--- config.mk ---
export PLATFORM = sky130hd
export DESIGN_NAME = fx_writeback_stage
export DESIGN_NICKNAME = d
export VERILOG_FILES = /design/src/rtl/fx_writeback_stage.sv
export SDC_FILE = /design/constraint.sdc
export NUM_CORES = 1
export LEC_CHECK = 0
export ABC_CLOCK_PERIOD_IN_PS = 4200
export CAP_MARGIN = 15
export CORE_ASPECT_RATIO = 0.5
export CORE_MARGIN = 2
export CORE_UTILIZATION = 39
export DETAILED_ROUTE_END_ITERATION = 7
export SLEW_MARGIN = 40
export SYNTH_ARGS = -nofsm -noshare
export SYNTH_HDL_FRONTEND = slang
export SYNTH_SLANG_ARGS = --single-unit
--- constraint.sdc ---
create_clock -name clock_i -period 4.2 [get_ports clock_i]
set_clock_uncertainty 0.05 [all_clocks]
set_input_delay 0.84 -clock clock_i [delete_from_list [all_inputs] [get_ports clock_i]]
set_output_delay 0.84 -clock clock_i [all_outputs]
set_load 0.05 [all_outputs]
--- src/rtl/fx_writeback_stage.sv ---
// rtl/fx_writeback_stage.sv - FX writeback stage: captures results, computes CR0, queues in order for GPR writeback
module fx_writeback_stage #(
    parameter int         regWidth      = 5,
    parameter int         fifoDepthLog2 = 2,
    parameter logic [0:2] FXUnitCode    = 3'd0
) (
    input  logic                clock_i,
    input  logic                reset_i,
    input  logic [0:2]          functionalUnitCode_i,
    input  logic                reg1WritebackEnable_i,
    input  logic [regWidth-1:0] reg1WritebackAddress_i,
    input  logic [0:63]         reg1WritebackVal_i,
    input  logic                reg2WritebackEnable_i,
    input  logic [0:63]         reg2WritebackVal_i,
    input  logic                carryValid_i,
    input  logic                is64Bit_i,
    input  logic                xerSO_i,
    input  logic                gprWriteAck_i,
    output logic                stall_o,
    output logic                gprWriteEnable_o,
    output logic [regWidth-1:0] gprWriteAddress_o,
    output logic [0:63]         gprWriteVal_o,
    output logic                crWriteEnable_o,
    output logic [0:3]          crField_o,
    output logic                caWriteEnable_o,
    output logic                ca_o,
    output logic                overflow_o
);

    localparam int DEPTH = 1 << fifoDepthLog2;
    localparam int PW    = fifoDepthLog2;
    localparam int CW    = fifoDepthLog2 + 1;

    logic [PW-1:0] rd_ptr_q, rd_ptr_d;
    logic [PW-1:0] wr_ptr_q, wr_ptr_d;
    logic [CW-1:0] count_q, count_d;
    logic          overflow_q, overflow_d;

    logic [regWidth-1:0] addr_mem_q [DEPTH];
    logic [0:63]         val_mem_q  [DEPTH];
    logic [0:3]          cr_mem_q   [DEPTH];
    logic                rec_mem_q  [DEPTH];
    logic                cv_mem_q   [DEPTH];
    logic                ca_mem_q   [DEPTH];

    logic       fu_match;
    logic       push;
    logic       pop;
    logic       head_valid;
    logic       cr_lt;
    logic       cr_eq;
    logic [0:3] cr_d;
    logic       unused_reg2;

    // Only bit 0 of the second result port carries information (carry out).
    assign unused_reg2 = ^reg2WritebackVal_i[1:63];

    assign fu_match   = (functionalUnitCode_i == FXUnitCode);
    assign stall_o    = (count_q == CW'(DEPTH));
    assign head_valid = (count_q != '0);
    assign push       = reg1WritebackEnable_i && fu_match && !stall_o;
    assign pop        = head_valid && gprWriteAck_i;

    // CR0 is resolved at capture so the mode/SO inputs need not be held until retire.
    always_comb begin
        cr_lt = is64Bit_i ? reg1WritebackVal_i[0] : reg1WritebackVal_i[32];
        cr_eq = is64Bit_i ? (reg1WritebackVal_i == 64'd0)
                          : (reg1WritebackVal_i[32:63] == 32'd0);
        cr_d  = {cr_lt, !cr_lt && !cr_eq, cr_eq, xerSO_i};
    end

    always_comb begin
        rd_ptr_d   = rd_ptr_q;
        wr_ptr_d   = wr_ptr_q;
        count_d    = count_q;
        overflow_d = overflow_q;
        if (push) begin
            wr_ptr_d = wr_ptr_q + 1'b1;
        end
        if (pop) begin
            rd_ptr_d = rd_ptr_q + 1'b1;
        end
        case ({push, pop})
            2'b10:   count_d = count_q + 1'b1;
            2'b01:   count_d = count_q - 1'b1;
            default: count_d = count_q;
        endcase
        if (reg1WritebackEnable_i && fu_match && stall_o) begin
            overflow_d = 1'b1;
        end
    end

    always_ff @(posedge clock_i or negedge reset_i) begin
        if (!reset_i) begin
            rd_ptr_q   <= '0;
            wr_ptr_q   <= '0;
            count_q    <= '0;
            overflow_q <= 1'b0;
        end else begin
            rd_ptr_q   <= rd_ptr_d;
            wr_ptr_q   <= wr_ptr_d;
            count_q    <= count_d;
            overflow_q <= overflow_d;
        end
    end

    // Payload storage needs no reset: entries are only visible while count covers them.
    always_ff @(posedge clock_i) begin
        if (push) begin
            addr_mem_q[wr_ptr_q] <= reg1WritebackAddress_i;
            val_mem_q[wr_ptr_q]  <= reg1WritebackVal_i;
            cr_mem_q[wr_ptr_q]   <= cr_d;
            rec_mem_q[wr_ptr_q]  <= reg2WritebackEnable_i;
            cv_mem_q[wr_ptr_q]   <= carryValid_i;
            ca_mem_q[wr_ptr_q]   <= reg2WritebackVal_i[0];
        end
    end

    assign gprWriteEnable_o  = head_valid;
    assign gprWriteAddress_o = head_valid ? addr_mem_q[rd_ptr_q] : '0;
    assign gprWriteVal_o     = head_valid ? val_mem_q[rd_ptr_q]  : '0;
    assign crField_o         = head_valid ? cr_mem_q[rd_ptr_q]   : '0;
    assign ca_o              = head_valid ? ca_mem_q[rd_ptr_q]   : 1'b0;
    assign crWriteEnable_o   = pop && rec_mem_q[rd_ptr_q];
    assign caWriteEnable_o   = pop && cv_mem_q[rd_ptr_q];
    assign overflow_o        = overflow_q;

endmodule

==> run summary, run 1 <==
The flow ran to the end, and the final reports show no timing, DRC or antenna violations. The endpoint identified for the worst register-to-register timing path is count_q[2]. The kind of critical path is register to output pin.

Before antenna repair, the detailed router went through 4 iterations. Clock-pin slew reported for the worst setup and hold paths after clock tree synthesis: 0.06 ns. The type of origin of the critical path is a register. The count of mapped cells out of synthesis was 547. Endpoint with the worst hold slack: overflow_o.

The run gives 0.603 as the tightest slew margin relative to the limit. In this run the worst path has a maximum fanout of 18. The global placer's final weighted congestion came out at 0.705. The logs give 0 for the post-detailed-route count of antenna-violating nets and 77 for the largest net degree at the start of global routing. The sum of net half-perimeters after detailed placement is 15.5 mm, and the flip-flop and latch count after synthesis is 312.

Via-per-instance ratio: 5.10. The dominant cell type by area after synthesis is sky130_fd_sc_hd__edfxtp_1. During placement, the flow inserted port buffers numbering 159.

The critical path contains buffers and inverters numbering 2 combined. The clock drives 312 sinks. The number of buffers added by the clock tree synthesis step came out at 29.

Setup repair after global routing left no endpoint under its margin. The logs give 0 for the number of setup violations in the final report and 0 for the number of inserted diodes. The per-instance average area after synthesis came out at 22.1 sq um. The synthesized design contains 304 enable-type register cells. The data arrival at the endpoint of the critical path is 3.02 ns. The worst hold path begins at overflow_o.

The clock latency at the later pin of the worst-skew pair was 0.54 ns; the proportion of netlist area held by the largest area contributor was 0.755. Buffers inserted to repair hold after CTS numbered 0. The run gives 0 as the number of warnings reported in the yosys synthesis log. The starting utilization of the core area came out at 0.398.

Summed over all cells, the static leakage comes to 4.84 nW. The origin of the critical flop-to-flop path is count_q[0]. The logs give 1153 for the final standard cell count with taps included and fillers excluded and 0.772 for the sequential element share of the synthesized area.

TritonCTS built the clock tree. The die area is 32500 sq um. The final setup TNS came out at 0 ns.

The tools report the critical path endpoint category as an output pin. After the first detailed-routing iteration, the DRC count stood at 445. The portion of the clock cycle consumed by the worst path in the final layout came out at 0.931. At the worst endpoint, the required time is 3.31 ns. The first global-routing pass estimated 38.1 mm of wire. Via count: 5875.

The commonest cells after synthesis are sky130_fd_sc_hd__edfxtp_1 (304), sky130_fd_sc_hd__and2_1 (80), sky130_fd_sc_hd__mux4_2 (76). Sorting the synthesized cells by area gives the leading types as sky130_fd_sc_hd__edfxtp_1 (76%), sky130_fd_sc_hd__mux4_2 (14%), sky130_fd_sc_hd__and2_1 (4.1%). For the count of final max-slew check failures, the log shows 0.

The boundary pin count came out at 223. The worst path in the final design needs a cycle of 3.91 ns, including I/O delays and setup. The area growth from synthesis to layout is 25.3%. The worst hold path belongs to the class register to register.

The run gives 45 as the number of rows in the core area. Measured along the x axis, the die boundary spans 253 microns. The DRC violation count after routing is 0, and the fraction of registers with async set or reset after synthesis is 0.0256. Yosys mapped the design onto 28 distinct sky130hd cell types. The transition time at the pin with the least slew margin is 0.590 ns, and the area inside the core boundary is 30400 sq um. Leading cell type by number of instances after synthesis: sky130_fd_sc_hd__edfxtp_1. Buffer type at the clock tree root: sky130_fd_sc_hd__clkbuf_16. The tools report the largest vdd supply drop as 0.341 mV. The number of cells on the worst hold path is 1. Hold timing on the final database bottoms out at a slack of 0.414 ns.

Delay of the slowest critical-path stage: 0.69 ns. Master of the slowest instance on the critical path: sky130_fd_sc_hd__dfrtp_4. The overall global routing resource usage came out at 0.156. Largest delay contributor family on the critical path: buffers and inverters.

After clock tree synthesis, the repair step resized 0 gates. In this run, placement finished with an instance count of 1103. For this run the aggregate overflow at the end of global routing stands at 0.

The run gives 25.0 mm as the wire length after detailed routing. The vertical extent of the die was 128 microns. The maximum buffer depth of the clock tree is 3, and the upper clock frequency limit is 0.256 GHz.

The synthesized netlist occupies a cell area of 12100 sq um. For the final-stage net count, the log shows 885. The layout cell share with drive strength beyond 1 is 0.199, and the wire length per cell after detailed routing is 21.7 microns. The logs give 0 for the number of antenna violations at the first check in global routing and 0 for the number of violations of the max-capacitance limit. Via count of the first global-routing pass: 6335. The signal on the critical path passes through buf_4 > mux4_2 > and3_1 > clkdlybuf4s50_1.

The worst reg2reg path depth was 8; the slack of the worst reg-to-reg path was 1.83 ns. The number of nets handed over by synthesis was 697. After clock tree synthesis, the setup repair step added 0 buffers. The primary flip-flop cell chosen by synthesis mapping was sky130_fd_sc_hd__edfxtp_1. The run gives 0 as the final number of hold-violating endpoints.

For this design the ratio of total power to cell area is 707 nW/um^2. The depth of the CTS H-tree was 1.
==> state kept, by name, summed over array words and instances, names as in the netlist <==
register / count
val_mem_q: 256
addr_mem_q: 20
cr_mem_q: 16
ca_mem_q: 4
cv_mem_q: 4
rec_mem_q: 4
count_q: 3
rd_ptr_q: 2
wr_ptr_q: 2
overflow_o: 1
==> layout make-up <==
type | instances | area, sq um
clock buffer | 35 | 748
clock inverter | 15 | 81.3
fill | 2488 | 15300
inverter | 6 | 22.5
multi-input combinational | 203 | 2590
sequential | 312 | 9340
tap | 399 | 499
timing repair buffer | 183 | 1870
==> power breakdown <==
part | internal, mW | total, mW | switching (mW)
Sequential | 3.55 | 3.70 | 0.152
Clock | 1.26 | 2.36 | 1.09
Combinational | 1.86 | 4.65 | 2.79
Total | 6.67 | 10.7 | 4.03
==> cells in the final DEF, fill, tap and decap left out, drive strengths merged, types with 4 or more instances in the layout <==
| cell | count |
|---|---|
| dfrtp | 8 |
| nor4 | 16 |
| clkdlybuf4s50 | 159 |
| clkbuf | 35 |
| ha | 5 |
| and2 | 80 |
| mux4 | 76 |
| nand4 | 4 |
| inv | 8 |
| clkinv | 12 |
| edfxtp | 304 |
| buf | 24 |
==> metrics by stage <==
stage / power [mW] / instance area [sq um] / util / setup WS, ns
2_1_floorplan: 6.98 / 12100 / - / 0.348
3_5_place_dp: 8.50 / 14300 / 0.471 / 0.777
3_3_place_gp: 8.49 / 14300 / 0.471 / 0.778
4_1_cts: 10.9 / 15100 / 0.498 / 0.177
5_1_grt: 11.2 / 15100 / 0.498 / 0.114
6_report: 10.7 / 15100 / 0.498 / 0.290
==> kinds of logic (layout without fill, tap and decap cells) <==
logic type	after synthesis	in the layout	synth area share
flip-flops	312	312	0.772
adder cells (fa/ha/maj)	6	6	0.00683
buffers and inverters	32	239	0.0154
AND/OR/NAND/NOR	109	109	0.0560
multiplexers	79	79	0.144
XOR/XNOR	6	6	0.00435
AO/OA/AOI/OAI	3	3	0.00145
==> worst register-to-register path, delay by kind of cell, from the launching register on <==
| kind | cells | cell delay [ns] |
|---|---|---|
| AND/OR/NAND/NOR | 3 | 0.92 |
| adder cells (fa/ha/maj) | 2 | 0.57 |
| flip-flops | 1 | 0.39 |
| XOR/XNOR | 2 | 0.31 |
| buffers and inverters | 1 | 0.06 |
==> how the worst max path moves through the flow <==
stage	startpoint	endpoint	slack [ns]	depth (start not counted)
global route	rd_ptr_q[0]	gprWriteAddress_o[0]	0.11	4
CTS	rd_ptr_q[0]	gprWriteAddress_o[0]	0.18	4
floorplan	functionalUnitCode_i[1]	addr_mem_q[2][0]	0.35	3
detailed placement	rd_ptr_q[0]	gprWriteAddress_o[0]	0.78	4
finish	rd_ptr_q[0]	crWriteEnable_o	0.29	4
global placement	rd_ptr_q[0]	gprWriteAddress_o[0]	0.78	4
==> routing by layer <==
layer  up-vias  global-route usage  routed length [microns]
li1       2614                   -                        -
met1      3132               0.206                    10600
met2        94               0.274                    13100
met3        35              0.0265                      810
met4         0              0.0362                      485
met5         -                   0                        0
Note: power is estimated with default switching activity, not from simulation.
==> run 2, diff against run 1 <==
--- a/config.mk
+++ b/config.mk
@@ -7,10 +7,14 @@
 export LEC_CHECK = 0
 export ABC_CLOCK_PERIOD_IN_PS = 4200
 export CAP_MARGIN = 15
+export CELL_PAD_IN_SITES_DETAIL_PLACEMENT = 1
+export CELL_PAD_IN_SITES_GLOBAL_PLACEMENT = 2
 export CORE_ASPECT_RATIO = 0.5
 export CORE_MARGIN = 2
 export CORE_UTILIZATION = 39
+export CTS_CLUSTER_DIAMETER = 30
 export DETAILED_ROUTE_END_ITERATION = 7
+export PLACE_DENSITY_LB_ADDON = 0.1
 export SLEW_MARGIN = 40
 export SYNTH_ARGS = -nofsm -noshare
 export SYNTH_HDL_FRONTEND = slang
==> run summary, run 2 (same netlist as run 1, synthesis figures left out) <==
The run finished with clean final reports. Via count: 5989 (+1.9%). The number of flip-flops under the largest register name is 256 (unchanged), and the area inside the core boundary is 30400 sq um (unchanged). The tools report the buffer type at the clock tree root as sky130_fd_sc_hd__clkbuf_16.

The logs give 298 (-33%) for the number of violations reported at the end of detailed-routing iteration 0 and 6626 (+4.6%) for the via count of the first global-routing pass. The logs give 0 (unchanged) for the leftover overflow at the end of global routing and 1.70 ns (-0.13 ns) for the slack of the worst reg-to-reg path. Portion of the clock cycle consumed by the worst path in the final layout: 0.935 (+0.00419).

The slowest stage of the critical path is the sky130_fd_sc_hd__dfrtp_4 cell. The DRC violation count after routing was 0 (unchanged). The post-cts resize count came out at 0 (unchanged).

The tools report the boundary pin count as 223 (unchanged). The path category of the worst min-delay check was register to register. The path with the worst hold slack has its endpoint at overflow_o.

Number of rows in the core area: 45 (unchanged). The final critical-path required period is 3.93 ns (+0.0176 ns). The global placer's final weighted congestion is 0.700 (-0.79%). Origin of the critical flop-to-flop path: count_q[0].

The commonest non-fill, non-tap cell in the layout was sky130_fd_sc_hd__edfxtp_1. The largest driver fanout on the critical path works out to 24 (+6). The run gives 0.398 (unchanged) as the starting utilization of the core area. The maximum buffer depth of the clock tree is 3 (unchanged).

The largest vdd supply drop came out at 0.366 mV (+7.2%). The sum of net half-perimeters after detailed placement was 16.7 mm (+7.3%). For the number of detailed-routing iterations run before antenna repair, the log shows 4 (unchanged).

Number of port buffers: 159 (unchanged). TritonCTS built the clock tree. The largest delay contributor family on the critical path was buffers and inverters. The delay of the slowest critical-path stage is 0.79 ns (+0.10 ns).

Kind of critical path: register to output pin. The logs give 3.31 ns (about the same) for the data required time at the worst endpoint and 0 ns (unchanged) for the final setup TNS. For the tightest slew margin relative to the limit, the log shows 0.544 (-0.0594). The wire length per cell after detailed routing is 22.8 microns (+5.1%). The largest registers in the layout are val_mem_q (256), addr_mem_q (20), cr_mem_q (16). Layout cell share with drive strength beyond 1: 0.220 (+0.0207). The quantity of hold-fixing buffers added after cts was 0 (unchanged); the upper clock frequency limit was 0.255 GHz (-0.45%). The run gives 0 (unchanged) as the post-detailed-route count of antenna-violating nets. The chip width is 253 microns (unchanged), and the number of buffers added by the clock tree synthesis step is 41 (+41%).

Power per standard cell area: 746 nW/um^2 (+5.5%). The transition time at the pin with the least slew margin works out to 0.678 ns (+0.0883 ns). The number of buffers and inverters on the critical path is 2 (unchanged), and the static leakage is 5.07 nW (+4.6%). The vertical extent of the die is 128 microns (unchanged).

The tools report the count of final max-slew check failures as 0 (unchanged). The tools report the type of origin of the critical path as a register. The clock-pin slew reported for the worst setup and hold paths after clock tree synthesis came out at 0.06 ns (about the same).

The overall global routing resource usage came out at 0.172 (+0.0159). For the total chip power, the log shows 11.7 mW (+9.2%). val_mem_q holds more flip-flops than any other register. The number of cells on the worst hold path is 1 (unchanged), and the depth of the CTS H-tree is 2 (+1).

The area growth from synthesis to layout works out to 29.6%. The worst setup path is captured at an output pin. The worst min-delay path startpoint was overflow_o. Final-stage net count: 893 (+0.90%). Setup repair after global routing left no endpoint under its margin. The die area came out at 32500 sq um (unchanged). The run gives 0 (unchanged) as the number of setup buffers added after CTS. The data arrival at the endpoint of the critical path was 3.04 ns (+0.02 ns); the first-pass GRT wire length was 41.0 mm (+7.6%). The tools report the number of violations of the max-capacitance limit as 0 (unchanged). The fill cell total of the finished layout was 2718 (+9.2%).

The via-per-instance ratio came out at 5.10 (about the same). The worst reg2reg path depth was 9 (+1); the number of antenna violations at the first check in global routing was 2 (+2). The tools report the number of setup violations in the final report as 0 (unchanged). For the final number of hold-violating endpoints, the log shows 0 (unchanged). The library cells used most frequently in the layout, excluding fill and tap cells, are sky130_fd_sc_hd__edfxtp_1 (304), sky130_fd_sc_hd__clkdlybuf4s50_1 (159), sky130_fd_sc_hd__and2_1 (76), sky130_fd_sc_hd__mux4_2 (76), sky130_fd_sc_hd__clkbuf_16 (43). The tools report the largest net degree at the start of global routing as 45 (-42%). The endpoint identified for the worst register-to-register timing path is count_q[2]. The tools report the sink count of the clock tree as 312 (unchanged). The wire length after detailed routing came out at 26.8 mm (+7.1%). The critical path goes through buf_12 > mux4_2 > and2_1 > clkdlybuf4s50_1. Clock latency at the later pin of the worst-skew pair: 0.52 ns (-0.02 ns).
## run 2: cell type report
| type | count | area [sq um] | area share |
|---|---|---|---|
| inverters | 6 | 22.5 | 0.00144 |
| repair buffers | 179 | 1900 | 0.122 |
| clock buffers | 49 | 1100 | 0.0701 |
| well taps | 399 | 499 | 0.0319 |
| diodes | 2 | 5.00 | 0.000319 |
| clock inverters | 25 | 221 | 0.0141 |
| flip-flops and latches | 312 | 9340 | 0.596 |
| multi-input cells | 203 | 2580 | 0.165 |
## run 2: stage by stage
step / cells / hold slack [ns] / worst slack [ns] / utilization / instance area [sq um]
after global placement: 1099 / 0.420 / 0.647 / 0.472 / 14300
after CTS: 1173 / 0.440 / 0.159 / 0.515 / 15700
final: 1175 / 0.430 / 0.272 / 0.515 / 15700
after floorplan: 547 / 0.398 / 0.348 / - / 12100
after detailed placement: 1099 / 0.428 / 0.625 / 0.472 / 14300
after global routing: 1174 / 0.457 / 0.108 / 0.515 / 15700
## run 2: how the worst max path moves through the flow
stage / from / slack, ns / to / cells after the start
6_report: rd_ptr_q[0] / 0.27 / gprWriteVal_o[29] / 4
5_1_grt: rd_ptr_q[0] / 0.11 / gprWriteVal_o[17] / 4
4_1_cts: rd_ptr_q[0] / 0.16 / gprWriteVal_o[29] / 4
3_5_place_dp: functionalUnitCode_i[1] / 0.63 / val_mem_q[2][38] / 5
3_3_place_gp: functionalUnitCode_i[1] / 0.65 / addr_mem_q[2][4] / 5
2_1_floorplan: functionalUnitCode_i[1] / 0.35 / addr_mem_q[2][0] / 3
## run 2: metal layers
| layer | wire length, microns | up-vias | GRT usage |
|---|---|---|---|
| met5 | 0 | - | 0 |
| met4 | 458 | 0 | 0.0463 |
| met3 | 1010 | 35 | 0.0346 |
| met2 | 13400 | 103 | 0.293 |
| met1 | 12000 | 3198 | 0.228 |
| li1 | - | 2653 | - |
## run 2: where the power goes
part / switching [mW] / total, mW / internal (mW)
registers: 0.186 / 3.74 / 3.55
logic: 2.77 / 4.65 / 1.88
clock network: 1.34 / 3.31 / 1.97
